==> src/rtl/calc_disp_pkg.sv <==
// Shared constants, state type and helpers for the calculator display driver.
package calc_disp_pkg;

  localparam logic [6:0] SEG_BLANK = 7'b1111111;
  localparam logic [6:0] SEG_DASH  = 7'b0111111;

  typedef enum logic [1:0] {
    ST_IDLE   = 2'd0,
    ST_SHIFT  = 2'd1,
    ST_COMMIT = 2'd2
  } conv_state_e;

  // Active-low {g,f,e,d,c,b,a} pattern for a decimal digit; anything else is blank.
  function automatic logic [6:0] seg_decode(input logic [3:0] nib);
    logic [6:0] s;
    case (nib)
      4'd0:    s = 7'b1000000;
      4'd1:    s = 7'b1111001;
      4'd2:    s = 7'b0100100;
      4'd3:    s = 7'b0110000;
      4'd4:    s = 7'b0011001;
      4'd5:    s = 7'b0010010;
      4'd6:    s = 7'b0000010;
      4'd7:    s = 7'b1111000;
      4'd8:    s = 7'b0000000;
      4'd9:    s = 7'b0010000;
      default: s = SEG_BLANK;
    endcase
    return s;
  endfunction

  function automatic logic [63:0] pow10(input int unsigned n);
    logic [63:0] r;
    r = 64'd1;
    for (int unsigned i = 0; i < n; i++) r = r * 64'd10;
    return r;
  endfunction

endpackage

==> src/rtl/bin2bcd_seq.sv <==
// Sequential double-dabble converter: one shift-add-3 step per cycle, fixed latency.
module bin2bcd_seq
  import calc_disp_pkg::*;
#(
  parameter int unsigned BIN_W      = 14,
  parameter int unsigned NUM_DIGITS = 4
) (
  input  logic                    clk,
  input  logic                    rst_n,
  input  logic                    start_i,
  input  logic [BIN_W-1:0]        bin_i,
  output logic                    busy_o,
  output logic                    done_o,
  output logic                    ovf_o,
  output logic [4*NUM_DIGITS-1:0] bcd_o
);

  localparam int unsigned BCD_W = 4 * NUM_DIGITS;
  localparam int unsigned CNT_W = $clog2(BIN_W + 1);
  localparam logic [63:0] OVF_LIMIT = pow10(NUM_DIGITS);

  conv_state_e       state_q, state_d;
  logic [BIN_W-1:0]  bin_q, bin_d;
  logic [BCD_W-1:0]  bcd_q, bcd_d, adj_c;
  logic [CNT_W-1:0]  cnt_q, cnt_d;
  logic              ovf_q, ovf_d;
  logic              busy_q, busy_d;
  logic              done_q, done_d;

  // Add 3 to every nibble that would reach 10 or more after doubling.
  always_comb begin
    adj_c = bcd_q;
    for (int unsigned i = 0; i < NUM_DIGITS; i++) begin
      if (bcd_q[4*i +: 4] >= 4'd5) adj_c[4*i +: 4] = bcd_q[4*i +: 4] + 4'd3;
    end
  end

  always_comb begin
    state_d = state_q;
    bin_d   = bin_q;
    bcd_d   = bcd_q;
    cnt_d   = cnt_q;
    ovf_d   = ovf_q;
    case (state_q)
      ST_IDLE: begin
        if (start_i) begin
          bin_d   = bin_i;
          bcd_d   = '0;
          cnt_d   = '0;
          ovf_d   = (64'(bin_i) >= OVF_LIMIT);
          state_d = ST_SHIFT;
        end
      end
      ST_SHIFT: begin
        bcd_d = {adj_c[BCD_W-2:0], bin_q[BIN_W-1]};
        bin_d = {bin_q[BIN_W-2:0], 1'b0};
        cnt_d = cnt_q + CNT_W'(1);
        if (cnt_q == CNT_W'(BIN_W - 1)) state_d = ST_COMMIT;
      end
      ST_COMMIT: state_d = ST_IDLE;
      default:   state_d = ST_IDLE;
    endcase
    busy_d = (state_d != ST_IDLE);
    done_d = (state_d == ST_COMMIT);
  end

  always_ff @(posedge clk or negedge rst_n) begin
    if (!rst_n) begin
      state_q <= ST_IDLE;
      bin_q   <= '0;
      bcd_q   <= '0;
      cnt_q   <= '0;
      ovf_q   <= 1'b0;
      busy_q  <= 1'b0;
      done_q  <= 1'b0;
    end else begin
      state_q <= state_d;
      bin_q   <= bin_d;
      bcd_q   <= bcd_d;
      cnt_q   <= cnt_d;
      ovf_q   <= ovf_d;
      busy_q  <= busy_d;
      done_q  <= done_d;
    end
  end

  assign busy_o = busy_q;
  assign done_o = done_q;
  assign ovf_o  = ovf_q;
  assign bcd_o  = bcd_q;

endmodule

==> src/rtl/bcd_mux_display.sv <==
// Multiplexed common-anode seven-segment driver with blanking, overflow dashes and atomic updates.
module bcd_mux_display
  import calc_disp_pkg::*;
#(
  parameter int unsigned NUM_DIGITS  = 4,
  parameter int unsigned BIN_W       = 14,
  parameter int unsigned REFRESH_CNT = 10_000,
  parameter int unsigned BLANK_LZ    = 1
) (
  input  logic                  clk,
  input  logic                  rst_n,
  input  logic [BIN_W-1:0]      value,
  input  logic                  load,
  output logic                  busy,
  output logic                  overflow,
  output logic [NUM_DIGITS-1:0] an,
  output logic [6:0]            seg
);

  localparam int unsigned BCD_W = 4 * NUM_DIGITS;
  localparam int unsigned RC_W  = $clog2(REFRESH_CNT);
  localparam int unsigned IDX_W = (NUM_DIGITS > 1) ? $clog2(NUM_DIGITS) : 1;

  logic                  conv_done, conv_ovf;
  logic [BCD_W-1:0]      conv_bcd;

  logic [RC_W-1:0]       rc_q, rc_d;
  logic [IDX_W-1:0]      idx_q, idx_d;
  logic [BCD_W-1:0]      disp_q, disp_d;
  logic                  ovf_q, ovf_d;
  logic [NUM_DIGITS-1:0] an_q, an_d;
  logic [6:0]            seg_q, seg_d;
  logic [3:0]            nib_c;
  logic                  lz_c;

  bin2bcd_seq #(
    .BIN_W      (BIN_W),
    .NUM_DIGITS (NUM_DIGITS)
  ) u_conv (
    .clk     (clk),
    .rst_n   (rst_n),
    .start_i (load),
    .bin_i   (value),
    .busy_o  (busy),
    .done_o  (conv_done),
    .ovf_o   (conv_ovf),
    .bcd_o   (conv_bcd)
  );

  // Refresh counter and digit index; the display register only moves on a finished conversion.
  always_comb begin
    rc_d   = rc_q + RC_W'(1);
    idx_d  = idx_q;
    disp_d = disp_q;
    ovf_d  = ovf_q;
    if (rc_q == RC_W'(REFRESH_CNT - 1)) begin
      rc_d  = '0;
      idx_d = (idx_q == IDX_W'(NUM_DIGITS - 1)) ? '0 : idx_q + IDX_W'(1);
    end
    if (conv_done) begin
      ovf_d = conv_ovf;
      if (!conv_ovf) disp_d = conv_bcd;
    end
  end

  // A digit is a leading zero when it and every more significant digit are zero.
  always_comb begin
    nib_c = disp_q[{idx_q, 2'b00} +: 4];
    lz_c  = 1'b1;
    for (int unsigned i = 0; i < NUM_DIGITS; i++) begin
      if (i >= 32'(idx_q) && disp_q[4*i +: 4] != 4'd0) lz_c = 1'b0;
    end
    an_d  = ~(NUM_DIGITS'(1) << idx_q);
    seg_d = seg_decode(nib_c);
    if (ovf_q) seg_d = SEG_DASH;
    else if (BLANK_LZ != 0 && idx_q != '0 && lz_c) seg_d = SEG_BLANK;
  end

  always_ff @(posedge clk or negedge rst_n) begin
    if (!rst_n) begin
      rc_q   <= '0;
      idx_q  <= '0;
      disp_q <= '0;
      ovf_q  <= 1'b0;
      an_q   <= '1;
      seg_q  <= SEG_BLANK;
    end else begin
      rc_q   <= rc_d;
      idx_q  <= idx_d;
      disp_q <= disp_d;
      ovf_q  <= ovf_d;
      an_q   <= an_d;
      seg_q  <= seg_d;
    end
  end

  assign overflow = ovf_q;
  assign an       = an_q;
  assign seg      = seg_q;

endmodule
==> config.mk <==
export PLATFORM = sky130hd
export DESIGN_NAME = bcd_mux_display
export DESIGN_NICKNAME = d
export VERILOG_FILES = /design/src/rtl/calc_disp_pkg.sv /design/src/rtl/bin2bcd_seq.sv /design/src/rtl/bcd_mux_display.sv
export SDC_FILE = /design/constraint.sdc
export NUM_CORES = 1
export LEC_CHECK = 0
export ABC_AREA = 1
export CAP_MARGIN = 20
export CORE_AREA = 5 5 73 141
export DETAILED_ROUTE_END_ITERATION = 8
export DIE_AREA = 0 0 78 146
export GPL_TIMING_DRIVEN = 0
export PLACE_DENSITY = 0.71
export RECOVER_POWER = 100
export SKIP_LAST_GASP = 1
export SYNTH_ARGS = -nofsm -noshare
export SYNTH_HDL_FRONTEND = slang
export SYNTH_HIERARCHICAL = 1
export SYNTH_SLANG_ARGS = --single-unit
export TNS_END_PERCENT = 1
==> constraint.sdc <==
create_clock -name clk -period 2.64 [get_ports clk]
set_clock_uncertainty 0.15 [all_clocks]
set_input_delay 0.396 -clock clk [delete_from_list [all_inputs] [get_ports clk]]
set_output_delay 0.396 -clock clk [all_outputs]
set_load 0.02 [all_outputs]
=== After elaboration in Yosys (flattened, before gate mapping) ===
Memories as Yosys holds them, arrays and structs flattened.
Index checks and enable logic that the tools add are counted.

* Flip-flop bits (word level): 83
* ROM bits: 112
* Input bits: 17
* Output and inout bits: 13
* Memories kept: 1

* Add/sub/neg operators: 7
* $lt $le $gt $ge: 8
* Eq/ne operators: 6
* Shift operators: 2
* Muxes and demuxes: 21
* Bitwise gates (word level): 2
* Reductions and logical operators: 15

{| class="wikitable"
|+ Memories
! name !! words !! bits a word !! rd ports !! clocked after Yosys merged registers in !! wr ports !! line !! RTL
|-
| (no name shown) || 16 || 7 || 1 || 0 || 0 || calc_disp_pkg.sv:16 || <nowiki>case (nib)</nowiki>
|}

{| class="wikitable"
|+ Operators by type and width
! cell !! number
|-
| 16-bit case mux with 2 select lines || 1
|-
| 14-bit 2-to-1 mux || 2
|-
| 14-bit case mux with 2 select lines || 1
|-
| 4-bit by 3-bit >= comparator with 1-bit output, second input constant || 4
|-
| 16-bit 2-to-1 mux || 1
|-
| 4-bit 2-to-1 mux || 4
|-
| 4-bit nonzero test || 4
|-
| 16-bit by 5-bit variable part select with 4-bit output || 1
|-
| 14-bit by 1-bit adder with 14-bit output, second input constant || 1
|-
| 14-bit equality test, second input constant || 1
|-
| 14-bit >= comparator, second input constant || 1
|-
| 7-bit 2-to-1 mux || 2
|-
| 4-bit by 2-bit adder with 4-bit output, second input constant || 3
|-
| 4-bit case mux with 2 select lines || 1
|-
| 2-bit 2-to-1 mux || 3
|-
| 2-bit AND reduction || 3
|-
| 2-bit nonzero test || 3
|-
| 4-bit by 1-bit adder with 4-bit output, second input constant || 1
|-
| 2-bit equality test, second input constant || 2
|-
| 4-bit equality test, second input constant || 1
|-
| 1-bit by 2-bit >= comparator with 1-bit output, first input constant || 2
|-
| 1-bit logical AND || 4
|-
| 1-bit 2-to-1 mux || 4
|-
| 4-bit NOT || 1
|-
| other kinds (10) || 10
|}

=== Longest topological paths before layout ===
Gate-level depths: netlist (run 1).

* Word-level depth: 9
* Depth in mapped cells: 14
* Depth with buffers taken out: 12

=== Hierarchy ===
The synthesis (run 1) kept the hierarchy.

{| class="wikitable"
|+ Modules (own cells, without submodules)
! module !! instances !! cells each !! area an instance (um2) !! sequential area each (um2)
|-
| bcd_mux_display || 1 || 270 || 2279.7 || 1114.8
|-
| bin2bcd_seq || 1 || 256 || 2124.5 || 975.9
|}

=== Least setup slack after synthesis (run 1) ===
Ideal clock, no wire load.

* Path kind: register to register
* From: register idx_q[0]
* To: register seg_q[6] (netlist: seg[6])
* Arrival time: 1522 ps
* Setup slack: 879 ps
* Stages on the path, launching flop included: 15
* Clock period less this slack: 1761 ps
* Cell sequence: dfrtp_1 buf_6 inv_4 buf_8 nand2_1 nand3_1 nand2_1 inv_1 ha_1 inv_1 nand3_1 nand2_1 nor2_1 nor2_1 nor2_1

* Longest elaborated chain between the ends: 9

{| class="wikitable"
|+ RTL lines
! item !! line !! RTL
|-
| start, declared || bcd_mux_display.sv:28 || <nowiki>logic [IDX_W-1:0] idx_q, idx_d;</nowiki>
|-
| start signal, assigned || bcd_mux_display.sv:89 || <nowiki>idx_q <= idx_d;</nowiki>
|-
| parallel branches: the longest is 7 deep, another holds memory 16 x 7 bit || n/a ||
|-
| 7-bit 2-to-1 mux * || bcd_mux_display.sv:76 || <nowiki>else if (BLANK_LZ != 0 && idx_q != '0 && lz_c) seg_d = SEG_BLANK;</nowiki>
|-
| 7-bit 2-to-1 mux * || bcd_mux_display.sv:75 || <nowiki>if (ovf_q) seg_d = SEG_DASH;</nowiki>
|-
| named net seg_d[6] || bcd_mux_display.sv:32 || <nowiki>logic [6:0] seg_q, seg_d;</nowiki>
|-
| end signal, assigned || bcd_mux_display.sv:93 || <nowiki>seg_q <= seg_d;</nowiki>
|-
| end, declared || bcd_mux_display.sv:32 ||
|}

Mark *: on every way through the listed nets, which the timed path passes.
A chain may end at the register's enable or synchronous reset.

=== Final worst setup path (run 1) ===
Ends and elaborated chain as after synthesis.

==> impl_metrics.py, run 1 <==
metrics = {
    "route": {
        "dr_wl_met3_microns": 293,
        "wl_met1_microns": 3270,
        "top_layer": "met4",
        "wl_met2_microns": 5260,
        "vias_per_cell": 5.23,
        "drt_iter0_drc": 166,
        "wl_per_cell_microns": 13.4,
        "ant_nets": 0,
        "drc": 0,
        "vias": 3527,
        "dr.pass1.iters": 4,
        "wl_microns": 9070,
    },
    "yosys": {
        "async_flop_share_pct": 100,
        "netlist_area_sq_um": 4400,
        "syn_area_per_cell_sq_um": 8.37,
        "synth-main-ff-cell": "dfrtp_1",
        "ys_warn_count": 6,
        "syn_inst": 526,
        "syn_nets": 564,
        "synth_edf_count": 0,
        "yosysUniqueCellTypes": 35,
        "synth_seq_area_share_pct": 47.5,
        "synth_seq_cells": 83,
    },
    "layout": {
        "drive_gt1_share_pct": 10.6,
        "fill_cells": 844,
        "fin_util_pct": 56.4,
        "final_design_area_no_fill_sq_um": 5080,
        "n_antenna_cell": 0,
        "syn_to_final_growth_pct": 15.3,
        "nets": 606,
    },
    "clock_tree": {
        "clk_path_buf_depth": 2,
        "post_cts_buffers": 0,
        "clk_latency_ps": 340,
        "cts_tree": "built",
        "cts_root_buf": "clkbuf_16",
        "numCtsBuffers": 9,
        "cts_sinks": 83,
        "cts_hold_buf": 1,
        "h-tree-depth": 3,
        "path_clk_slew_ps": 60,
        "cts_resized": 0,
    },
    "grt": {
        "grt_usage_pct": 17.0,
        "grt_overflow": 0,
        "grt_antenna_before_repair": 0,
        "grt_max_degree": 65,
        "grt_pass1_vias": 3610,
        "grt_pass1_wl_microns": 15700,
    },
    "floorplan": {
        "die_y_microns": 146,
        "start_util_pct": 48.9,
        "core_sq_um": 9010,
        "placementRows": 49,
        "ioPinCount": 30,
        "die_w_microns": 78,
        "dieArea_sq_um": 11400,
    },
    "critical_path": {
        "worstSetupPathType": "flop to flop",
        "cp_data_required_time_ps": 2760,
        "path_max_fanout": 11,
        "startpoint_type": "flop",
        "reg2reg_depth": 14,
        "arrival_ps": 2300,
        "r2r_slack_ps": 460,
        "endpoint_kind": "flop",
    },
    "power": {
        "ir_worst_vdd_mv": 0.667,
        "p_leak_nw": 2.60,
        "power_mw": 5.31,
        "power_density_nw_per_um2": 1040,
    },
    "timing": {
        "maxSlewViolCount": 0,
        "final.setup.worst_slack_ps": 462,
        "tightest_slew_ps": 1180,
        "setup_violations": 0,
        "layout_min_cycle_time_ps": 2180,
        "rsz0062_at_grt": "no",
        "finalCritPeriodShare_pct": 82.5,
        "max_freq_ghz": 0.459,
        "relSlewSlack_pct": 21.1,
        "hold_viol_final": 0,
    },
    "placed_design": {
        "routabilityCongestion": 0.847,
        "portBuffers": 29,
        "dpl.hpwl_microns": 6820,
        "dpl_cell_area_sq_um": 4850,
        "pre_cts_ws_ps": 603,
    },
    "status": {
        "outcome": "finished clean",
    },
    "min_path": {
        "hold_path_class": "flop to flop",
        "min_path_cells": 1,
    },
    "flow_run": {
        "max_cap_violations": 0,
    },
}
-- critical path, cell delays in order, from the launching register on --
cell and delay, ps:
dfrtp_1 410, buf_6 170, inv_4 50, buf_8 140, nand2_1 60, nand3_1 110, nand2_1 250, inv_1 100
ha_1 210, inv_1 60, nand3_1 120, nand2_1 80, nor2_1 40, nor2_1 110, nor2_1 50
-- through the flow --
step                hold slack, ps  setup TNS, ps  cells
floorplan                    -49.6              0    526
finish                         291              0    675
detailed placement             151              0    658
global route                   321              0    675
global placement               292        -144390    657
CTS                            314              0    675
-- report_power, final --
group / internal [mW] / leakage [nW] / switching (mW)
Clock: 0.827 / 0.153 / 0.482
Sequential: 1.73 / 1.03 / 0.328
Combinational: 0.745 / 1.42 / 1.20
-- logic make-up (layout without fill, tap and decap cells) --
family	after synthesis	in the layout	share of synthesized area [%]
AND/OR/NAND/NOR	316	316	33.0
XOR/XNOR	7	7	1.39
flip-flops	83	83	47.5
buffers and inverters	67	114	7.24
AO/OA/AOI/OAI	32	32	4.89
adder cells (fa/ha/maj)	21	21	5.97
-- placed cells by master, fill, tap and decap left out, drive strengths merged --
cell | netlist | final
nand2 | 208 | 208
dfrtp | 72 | 72
inv | 54 | 53
nand3 | 51 | 51
nor2 | 39 | 39
ha | 21 | 21
clkbuf | 1 | 19
clkdlybuf4s50 | 0 | 15
dlygate4sd3 | 0 | 14
nand4 | 11 | 11
dfstp | 11 | 11
o21ai | 10 | 10
a21oi | 9 | 9
o22ai | 6 | 6
buf | 11 | 6
o21bai | 5 | 5
xor2 | 5 | 5
nor3 | 4 | 4
clkinv | 1 | 4
xnor2 | 2 | 2
bufinv | 0 | 2
o211ai | 2 | 2
or2 | 2 | 2
and3 | 1 | 1
clkinvlp | 0 | 1
-- worst paths after layout --
| path | startpoint | end |
|---|---|---|
| min in group asynchronous | rst_n | rc_q[5] |
| setup reg to reg | idx_q[0] | seg[6] |
| hold / removal | overflow | seg[6] |
| setup / recovery | idx_q[0] | seg[6] |
| max in group asynchronous | rst_n | seg[6] |
| hold reg to reg | overflow | seg[6] |
-- synth_stat cells (2+ instances only) --
cell type | count | area share (%)
a21oi_1 | 9 | 1.0
buf_2 | 3 | 0.34
buf_6 | 6 | 1.5
dfrtp_1 | 72 | 41
dfstp_2 | 11 | 6.6
ha_1 | 21 | 6.0
inv_1 | 48 | 4.1
inv_2 | 3 | 0.26
inv_4 | 3 | 0.43
nand2_1 | 192 | 16
nand2_2 | 10 | 1.4
nand2_4 | 6 | 1.5
nand3_1 | 37 | 4.2
nand3_2 | 12 | 2.7
nand3_4 | 2 | 0.80
nand4_1 | 11 | 1.6
nor2_1 | 37 | 3.2
nor3_1 | 4 | 0.45
o21ai_0 | 9 | 1.0
o21bai_1 | 5 | 0.85
o22ai_1 | 2 | 0.28
o22ai_2 | 4 | 1.1
or2_1 | 2 | 0.28
xnor2_1 | 2 | 0.40
xor2_1 | 5 | 0.99
-- routing by layer --
layer  global-route usage (%)  vias to the layer above
met1                     16.6                     1700
met5                        0                        -
li1                         -                     1745
met4                     8.04                        0
met3                     3.28                       19
met2                     32.6                       63
-- sequential cells by signal, indices dropped and copies added (netlist names) --
register        cells
u_conv/cnt_q        4
rc_q               14
an                  4
u_conv/state_q      2
u_conv/busy_o       1
u_conv/done_o       1
disp_q             16
u_conv/bcd_o       16
overflow            1
u_conv/ovf_o        1
u_conv/bin_q       14
seg                 7
idx_q               2
-- final cells by class --
cell class                      count  area, sq um  share of cell area (%)
Inverter                           55          213                    4.19
Multi-Input combinational cell    376         1940                    38.2
Tap cell                          102          128                    2.51
Clock inverter                      5         78.8                    1.55
Clock buffer                       11          233                    4.58
Sequential cell                    83         2090                    41.2
Timing Repair Buffer               31          322                    6.33
Buffer                             12         73.8                    1.45
Power figures use the tool's default switching activity.
==> run 2: changes to the inputs <==
- clock period: 2.64 -> 2.05 ns (I/O delays scaled with it)
==> run 2 against run 1 <==
Effect of this change: register-to-register slack got worse by 330 ps; critical endpoint is now seg[4]; sequential power rose by 29%; clock-buffer cell count did not move; critical path depth fell by 13; cell count rose by 1.0%; first-iteration DRC count rose by 4.8%; sequential cell count did not move; core utilization rose by 0.96 points; via count rose by 0.71%; sequential share of layout area fell by 0.66 points.
==> impl_metrics.py, run 2 (synthesis gave the netlist of run 1 again) <==
metrics = {
    "timing": {
        "final.setup.worst_slack_ps": 80.7,
        "layout_min_cycle_time_ps": 1970,
        "max_freq_ghz": 0.508,
        "hold_viol_final": 0,
        "finalCritPeriodShare_pct": 96.1,
        "relSlewSlack_pct": 20.7,
        "maxSlewViolCount": 0,
        "tightest_slew_ps": 1190,
        "setup_violations": 0,
    },
    "layout": {
        "syn_to_final_growth_pct": 17.3,
        "n_antenna_cell": 0,
        "final_common_cell": "nand2_1",
        "nets": 613,
        "final_cell_mix": "193 x nand2_1, 71 x dfrtp_1, 51 x inv_1, 38 x nor2_1, 36 x nand3_1",
        "finalNonFillerCells": 682,
        "drive_gt1_share_pct": 13.3,
    },
    "grt": {
        "busiest_layer": "met2",
        "grt_usage_pct": 17.0,
        "grt_pass1_wl_microns": 15700,
        "grt_pass1_vias": 3610,
        "grt_util_met1_pct": 16.6,
        "grt_antenna_before_repair": 0,
        "use_met2_pct": 32.6,
        "grtUsageMet3_pct": 3.28,
        "grt_max_degree": 65,
        "grt_overflow": 0,
    },
    "power": {
        "ir_worst_vdd_mv": 0.859,
        "p_leak_nw": 2.64,
        "power_density_nw_per_um2": 1340,
    },
    "route": {
        "vias": 3552,
        "vias_per_cell": 5.21,
        "drc": 0,
        "wl_per_cell_microns": 13.4,
        "drt_iter0_drc": 174,
        "ant_nets": 0,
        "dr.pass1.iters": 4,
        "wl_microns": 9140,
    },
    "placed_design": {
        "dpl.hpwl_microns": 6820,
        "portBuffers": 29,
        "routabilityCongestion": 0.847,
        "pre_cts_ws_ps": 13.2,
        "dp.cells": 658,
    },
    "floorplan": {
        "die_y_microns": 146,
        "placementRows": 49,
        "dieArea_sq_um": 11400,
        "core_sq_um": 9010,
        "die_w_microns": 78,
        "ioPinCount": 30,
        "start_util_pct": 48.9,
    },
    "critical_path": {
        "rr_startpoint": "idx_q[0]",
        "endpoint_kind": "primary output",
        "path_max_fanout": 1,
        "cp_data_required_time_ps": 1590,
        "startpoint_type": "flop",
        "worstSetupPathType": "flop to primary output",
        "worstPathCellList": "dlygate4sd3_1",
        "crit_start": "seg[4]",
        "cp_slowest_stage_delay_ps": 670,
        "crit_buf_inv": 1,
        "arrival_ps": 1510,
        "cpLargestDelayFamily": "buffers and inverters",
        "slowest_stage": "dlygate4sd3_1",
    },
    "flow_run": {
        "max_cap_violations": 0,
    },
    "min_path": {
        "hold_start": "overflow",
        "hold_path_class": "flop to flop",
    },
    "clock_tree": {
        "clk_latency_ps": 340,
        "clk_path_buf_depth": 2,
        "cts_tree": "built",
        "cts_sinks": 83,
        "path_clk_slew_ps": 60,
        "h-tree-depth": 3,
        "numCtsBuffers": 9,
        "cts_root_buf": "clkbuf_16",
    },
    "status": {
        "outcome": "finished clean",
    },
}
## run 2: worst paths after layout
kind                            endpoint  slack, ps  cells after the start
worst min-delay path              seg[6]        310                      1
min in group asynchronous        rc_q[6]        580                      2
worst max-delay path              seg[4]         80                      1
worst max register to register    seg[0]        130                     11
max in group asynchronous         seg[4]        240                      3
worst min register to register    seg[6]        310                      1
## run 2: what timing repair did
item,4_1_cts,5_1_grt
endpoints found under the setup margin,1,3
gates cloned,0,0
hold endpoints to repair,19,0
hold buffers,1,0
buffers inserted,0,7
pin swaps,0,3
gates resized for setup,1,3
## run 2: area by class of cell
cell class                      count  area, sq um
Multi-Input combinational cell    376         1970
Buffer                             12         73.8
Inverter                           55          213
Sequential cell                    83         2090
Fill cell                         833         3850
Clock inverter                      5         78.8
Tap cell                          102          128
Timing Repair Buffer               38          374
Clock buffer                       11          233
## run 2: metrics by stage
stage	instance area (sq um)	utilization [%]	hold slack [ps]	power, mW	TNS (ps)
2_1_floorplan	4400	-	-138	4.55	0
3_3_place_gp	4820	53.5	292	5.19	-186010
3_5_place_dp	4850	53.8	62.3	5.32	0
4_1_cts	5170	57.4	246	7.05	0
5_1_grt	5170	57.3	328	7.49	-32.8
6_report	5170	57.3	309	6.94	0
## run 2: report_power, final
group / internal (mW) / switching (mW) / total (mW)
registers: 2.23 / 0.424 / 2.65
logic: 1.03 / 1.58 / 2.60
clock network: 1.06 / 0.623 / 1.69
## run 2: metal layers
| layer | vias up | part of all wire (%) |
|---|---|---|
| met5 | - | 0 |
| met4 | 0 | 2.9 |
| met3 | 21 | 3.3 |
| li1 | 1760 | - |
| met1 | 1707 | 36 |
| met2 | 64 | 58 |
